<file path="config.mk">
export PLATFORM = sky130hd
export DESIGN_NAME = job_loader
export DESIGN_NICKNAME = d
export VERILOG_FILES = /design/src/rtl/job_loader.sv
export SDC_FILE = /design/constraint.sdc
export NUM_CORES = 1
export LEC_CHECK = 0
export CORE_UTILIZATION = 35
export DETAILED_ROUTE_END_ITERATION = 10
export PLACE_DENSITY = 0.72
export SYNTH_ARGS = -nofsm -noshare
export SYNTH_HDL_FRONTEND = slang
export SYNTH_SLANG_ARGS = --single-unit
</file>
<file path="constraint.sdc">
create_clock -name clk -period 2.1 [get_ports clk]
set_input_delay 0.21 -clock clk [delete_from_list [all_inputs] [get_ports clk]]
set_output_delay 0.21 -clock clk [all_outputs]
set_load 0.005 [all_outputs]
</file>
<file path="src/rtl/job_loader.sv">
// job_loader: byte-stream job loader and result collector for the miner.
// A job arrives as BLOCK_BYTES header bytes (first byte lands in the MSB
// byte of miner_data) followed by one target byte. The loader then arms the
// miner for one cycle, runs it until it reports finished, and returns the
// nonce and elapsed RUN cycle count as a result.
// Optional feature: define JOB_TIMEOUT_EN to abort RUN after TIMEOUT_CYCLES
// cycles and report res_timeout=1.
// Handshakes: a byte transfers on a cycle with in_valid & in_ready, a result
// is consumed on a cycle with res_valid & res_ready; valid never waits on
// ready, and all outputs come from registers.
module job_loader #(
    parameter int BYTE           = 8,
    parameter int BLOCK_BYTES    = 12,
    parameter int CNT_W          = 32,
    parameter int TIMEOUT_CYCLES = 1024
) (
    input  logic                        clk,
    input  logic                        reset,
    input  logic                        in_valid,
    input  logic [BYTE-1:0]             in_byte,
    output logic                        in_ready,
    input  logic                        miner_finished,
    input  logic [31:0]                 miner_nonce,
    output logic [BYTE*BLOCK_BYTES-1:0] miner_data,
    output logic [7:0]                  miner_target,
    output logic                        miner_run,
    output logic                        busy,
    output logic                        res_valid,
    input  logic                        res_ready,
    output logic [31:0]                 res_nonce,
    output logic [CNT_W-1:0]            res_cycles,
    output logic                        res_timeout,
    output logic [1:0]                  dbg_state
);

    localparam logic [1:0] ST_LOAD   = 2'd0;
    localparam logic [1:0] ST_ARM    = 2'd1;
    localparam logic [1:0] ST_RUN    = 2'd2;
    localparam logic [1:0] ST_REPORT = 2'd3;

    localparam int IDX_W = $clog2(BLOCK_BYTES + 1);

    logic [1:0]       state;
    logic [IDX_W-1:0] idx;
    logic [CNT_W-1:0] cnt;
    logic             load_xfer;
    logic             last_xfer;
    logic             fin_hit;
    logic             to_hit;

    // Output decodes of the state register only, so no input reaches an output.
    assign in_ready  = (state == ST_LOAD);
    assign miner_run = (state == ST_RUN);
    assign busy      = (state == ST_ARM) || (state == ST_RUN);
    assign res_valid = (state == ST_REPORT);
    assign dbg_state = state;

    // Transfer and RUN-exit conditions; finished is ignored while cnt is 0 (first RUN cycle).
    always_comb begin
        load_xfer = (state == ST_LOAD) && in_valid;
        last_xfer = load_xfer && (idx == IDX_W'(BLOCK_BYTES));
        fin_hit   = (state == ST_RUN) && miner_finished && (cnt != '0);
`ifdef JOB_TIMEOUT_EN
        to_hit    = (state == ST_RUN) && !fin_hit && (cnt == CNT_W'(TIMEOUT_CYCLES - 1));
`else
        to_hit    = 1'b0;
`endif
    end

    // Control FSM and byte index.
    always_ff @(posedge clk or negedge reset) begin
        if (!reset) begin
            state <= ST_LOAD;
            idx   <= '0;
        end else begin
            case (state)
                ST_LOAD: begin
                    if (last_xfer) begin
                        state <= ST_ARM;
                        idx   <= '0;
                    end else if (load_xfer) begin
                        idx <= idx + 1'b1;
                    end
                end
                ST_ARM:    state <= ST_RUN;
                ST_RUN:    if (fin_hit || to_hit) state <= ST_REPORT;
                ST_REPORT: if (res_ready) state <= ST_LOAD;
                default:   state <= ST_LOAD;
            endcase
        end
    end

    // Job assembly: header bytes fill from the MSB down, then the target byte.
    always_ff @(posedge clk or negedge reset) begin
        if (!reset) begin
            miner_data   <= '0;
            miner_target <= '0;
        end else if (last_xfer) begin
            miner_target <= 8'(in_byte);
        end else if (load_xfer) begin
            for (int k = 0; k < BLOCK_BYTES; k++) begin
                if (idx == IDX_W'(k)) begin
                    miner_data[BYTE*(BLOCK_BYTES-k)-1 -: BYTE] <= in_byte;
                end
            end
        end
    end

    // RUN cycle counter: cleared in ARM, saturating increment in RUN.
    always_ff @(posedge clk or negedge reset) begin
        if (!reset) begin
            cnt <= '0;
        end else if (state == ST_ARM) begin
            cnt <= '0;
        end else if ((state == ST_RUN) && (cnt != '1)) begin
            cnt <= cnt + 1'b1;
        end
    end

    // Result capture on finished (or timeout); held stable through REPORT.
    always_ff @(posedge clk or negedge reset) begin
        if (!reset) begin
            res_nonce  <= '0;
            res_cycles <= '0;
        end else if (fin_hit) begin
            res_nonce  <= miner_nonce;
            res_cycles <= cnt;
        end else if (to_hit) begin
            res_nonce  <= miner_nonce;
            res_cycles <= CNT_W'(TIMEOUT_CYCLES);
        end
    end

`ifdef JOB_TIMEOUT_EN
    // Timeout flag: set only when RUN ends without a valid finished.
    always_ff @(posedge clk or negedge reset) begin
        if (!reset) begin
            res_timeout <= 1'b0;
        end else if (fin_hit) begin
            res_timeout <= 1'b0;
        end else if (to_hit) begin
            res_timeout <= 1'b1;
        end
    end
`else
    assign res_timeout = 1'b0;
`endif

endmodule

</file>
==> metrics.md <==
| Metric | Value |
|---|---|
| Worst Setup Path Type | register to register |
| DIE WIDTH | 160 um |
| 1st-pass router iterations | 4 |
| Worst Setup SP | cnt[11] |
| Die ar. | 25500 um^2 |
| Max Freq | 470 MHz |
| RR Startpoint | cnt[11] |
| Crit path DAT | 2.52 ns |
| First-pass GRT wire length | 36500 um |
| Cell count after synthesis | 630 |
| Synth area leader | dfrtp_1 |
| Worst VDD drop | 520 uV |
| DRT iter0 DRCs | 326 |
| Hold crit path type | input pin to async pin |
| Vias in the first global route | 6419 |
| CTS Buffer Depth | 3 |
| Routed length per instance | 19.1 um |
| Initial Utilization | 0.357 |
| Core area | 24400 um^2 |
| I/O pins | 220 |
| Fin. Hold Viols | 0 |
| Top-area cell type share of the netlist area | 0.592 |
| Leakage | 5.80 nW |
| Top post-synthesis cells by area | dfrtp_1, mux2_2, mux2_1, a21oi_1, ha_1 |
| Post-route ant nets | 0 |
| CP max stage delay | 0.41 ns |
| Die Ht | 160 um |
| Setup slack, reg-to-reg | -0.03 ns |
| Via count | 6329 |
| Met3 wire len | 1320 um |
| Most common cell after layout, fill and taps aside | clkdlybuf4s50_1 |
| Final setup margin | -0.0276 ns |
| Final Slew Violations | 0 |
| # clock sinks | 206 |
| Worst path required time | 2.49 ns |
| Final period util | 1.01 |
| Post-synth EDFFs | 0 |
| Largest net degree at the start of global routing | 74 |
| Top Layer Used | met4 |
| CP Capture Type | register |
| Startpoint types | register |
| Total CTS buffers | 23 |
| RR Endpoint | res_cycles[27] |
| Most frequent cells in the layout | clkdlybuf4s50_1, dfrtp_1, mux2_2 |
| Post-synth cell types | 55 |
| M1 wire length | 10500 um |
| Status | finished with violations |
| Final Critical Period | 2.13 ns |
| CP max FO | 14 |
| Ys Warns | 0 |
| GR Overflow Total | 0 |
| Final HPWL DP | 15800 um |
| CTS tree | built |
| Post-Route WL | 24100 um |
| RSZ-0062 raised after global routing | true |
| Delay-heaviest family, CP | buffers and inverters |
| CP Cell Sequence | nor4_2 -> buf_4 -> nand4_1 -> o211ai_4 -> bufbuf_16 -> mux2_2 |
| Crit-path slowest cell | dfrtp_1 |
| GP Congestion | 0.820 |
| Worst relative slew slack | 0.538 |
| Final #Nets | 981 |
| Buf/Inv on CP | 2 |
| Area growth syn-to-layout | 48.1% |
| Vias per cell | 5.00 |
| Crit path to | res_cycles[27] |
| Final hold slack | 0.225 ns |
| Ys flop type | dfrtp_1 |
| Post-Synthesis Mean Instance Area | 13.8 um^2 |
| Port bufs | 218 |
| # H-tree levels | 1 |
| Mapped cell area | 8710 um^2 |
| Clock Skew | 0.0151 ns |
| Violated checks | negative setup slack |
| Flops & latches, synth | 206 |
| Max cap viols | 0 |
| Placed Cells incl. Taps | 1205 |
| Syn nets | 685 |
| GRT Overall Usage | 0.179 |
| Final setup violation count | 33 |
| Final Non-Filler Cells | 1265 |
| Reg2reg path depth | 6 |
| PwrDens | 1220 nW/um^2 |
| Seq/Total Area, Yosys | 0.592 |
| Worst path depth | 6 |
| Root buf cell | clkbuf_16 |
| FP Rows | 57 |
| Clock Pin Slew Worst Setup and Hold Paths | 0.06 ns |
| Initial antenna violation count | 1 |
| Final TNS setup | -0.481 ns |
| Metal2 WL | 11800 um |
| Fraction of layout cells with a size suffix above 1 | 0.336 |
| DRC viols | 0 |
| Asr flop ratio synth | 1.00 |
| Actual slew at the worst max-slew pin | 0.691 ns |
| Overall Power | 0.0157 W |
| Worst skew pair latency | 0.50 ns |
==> what timing repair did <==
action / 4_1_cts / 5_1_grt
endpoints found under the hold margin: 126 / 0
buffers inserted: 4 / 7
endpoints found under the setup margin: 66 / 75
gates cloned: 2 / 6
hold buffers: 1 / 0
pin swaps: 2 / 8
gates resized for setup: 8 / 70
==> worst min path at each step <==
stage / from / endpoint / slack [ns]
final: reset / miner_data[15] / 0.23
after global routing: reset / miner_data[5] / 0.25
after CTS: reset / miner_data[15] / 0.19
after detailed placement: reset / miner_data[15] / 0.16
after global placement: reset / miner_data[10] / 0.15
after floorplan: reset / cnt[0] / -0.09
==> cells by family after synthesis <==
group                      share of synthesized area
DFF                                            0.592
muxes                                          0.212
and+or+nand+nor                                0.104
AOI/OAI and AO/OA                             0.0492
buffers and inverters                         0.0258
adders and majority gates                     0.0144
xor gates and xnor gates                     0.00302
other                                       0.000430
==> cell usage after synthesis, types with 3 or more instances <==
| master | count |
|---|---|
| nand4_2 | 3 |
| nor3_1 | 6 |
| mux2_1 | 16 |
| nor4b_1 | 3 |
| nand3_1 | 12 |
| inv_1 | 10 |
| dfrtp_1 | 206 |
| nand2b_1 | 4 |
| or3_1 | 18 |
| nand4_1 | 7 |
| nor2_1 | 12 |
| nand2_1 | 26 |
| buf_2 | 6 |
| mux2_2 | 148 |
| and4_1 | 3 |
| o31ai_1 | 8 |
| o21ai_0 | 22 |
| clkbuf_1 | 11 |
| o21ai_1 | 4 |
| buf_6 | 9 |
| a21oi_1 | 27 |
| or4_1 | 9 |
| ha_1 | 10 |
| a31oi_1 | 3 |
| nor4_1 | 6 |
==> where the power goes <==
part / switching, W / leakage [nW] / internal, W / total [W]
registers: 0.000723 / 2.69 / 0.00524 / 0.00597
logic: 0.00210 / 2.77 / 0.00396 / 0.00606
clock network: 0.00155 / 0.339 / 0.00215 / 0.00369
==> state kept, by name (all words and copies together) (netlist names) <==
signal        cells
miner_target      8
res_cycles       32
miner_data       96
res_nonce        32
idx               4
cnt              32
dbg_state         2
==> through the flow <==
stage | setup slack, ns | cell area (um^2) | utilization
after floorplan | 0.0303 | 8710 | -
after global placement | -0.173 | 11600 | 0.477
after detailed placement | -0.203 | 11600 | 0.477
after CTS | -0.0596 | 12400 | 0.510
after global routing | -0.124 | 12900 | 0.529
final | -0.0276 | 12900 | 0.529
==> layer usage <==
layer | vias to the layer above | GRT usage
li1 | 2891 | -
met1 | 3238 | 0.238
met2 | 165 | 0.298
met3 | 35 | 0.0366
met4 | 0 | 0.0506
met5 | - | 0
==> final cells by class <==
class	count	area, um^2
Clock inverter	6	32.5
Multi-Input combinational cell	387	3630
Sequential cell	206	5150
Timing Repair Buffer	298	2990
Antenna cell	1	2.50
Fill cell	2070	11500
Tap cell	324	405
Inverter	10	37.5
Clock buffer	33	653
Note: power is estimated with default switching activity, not from simulation.
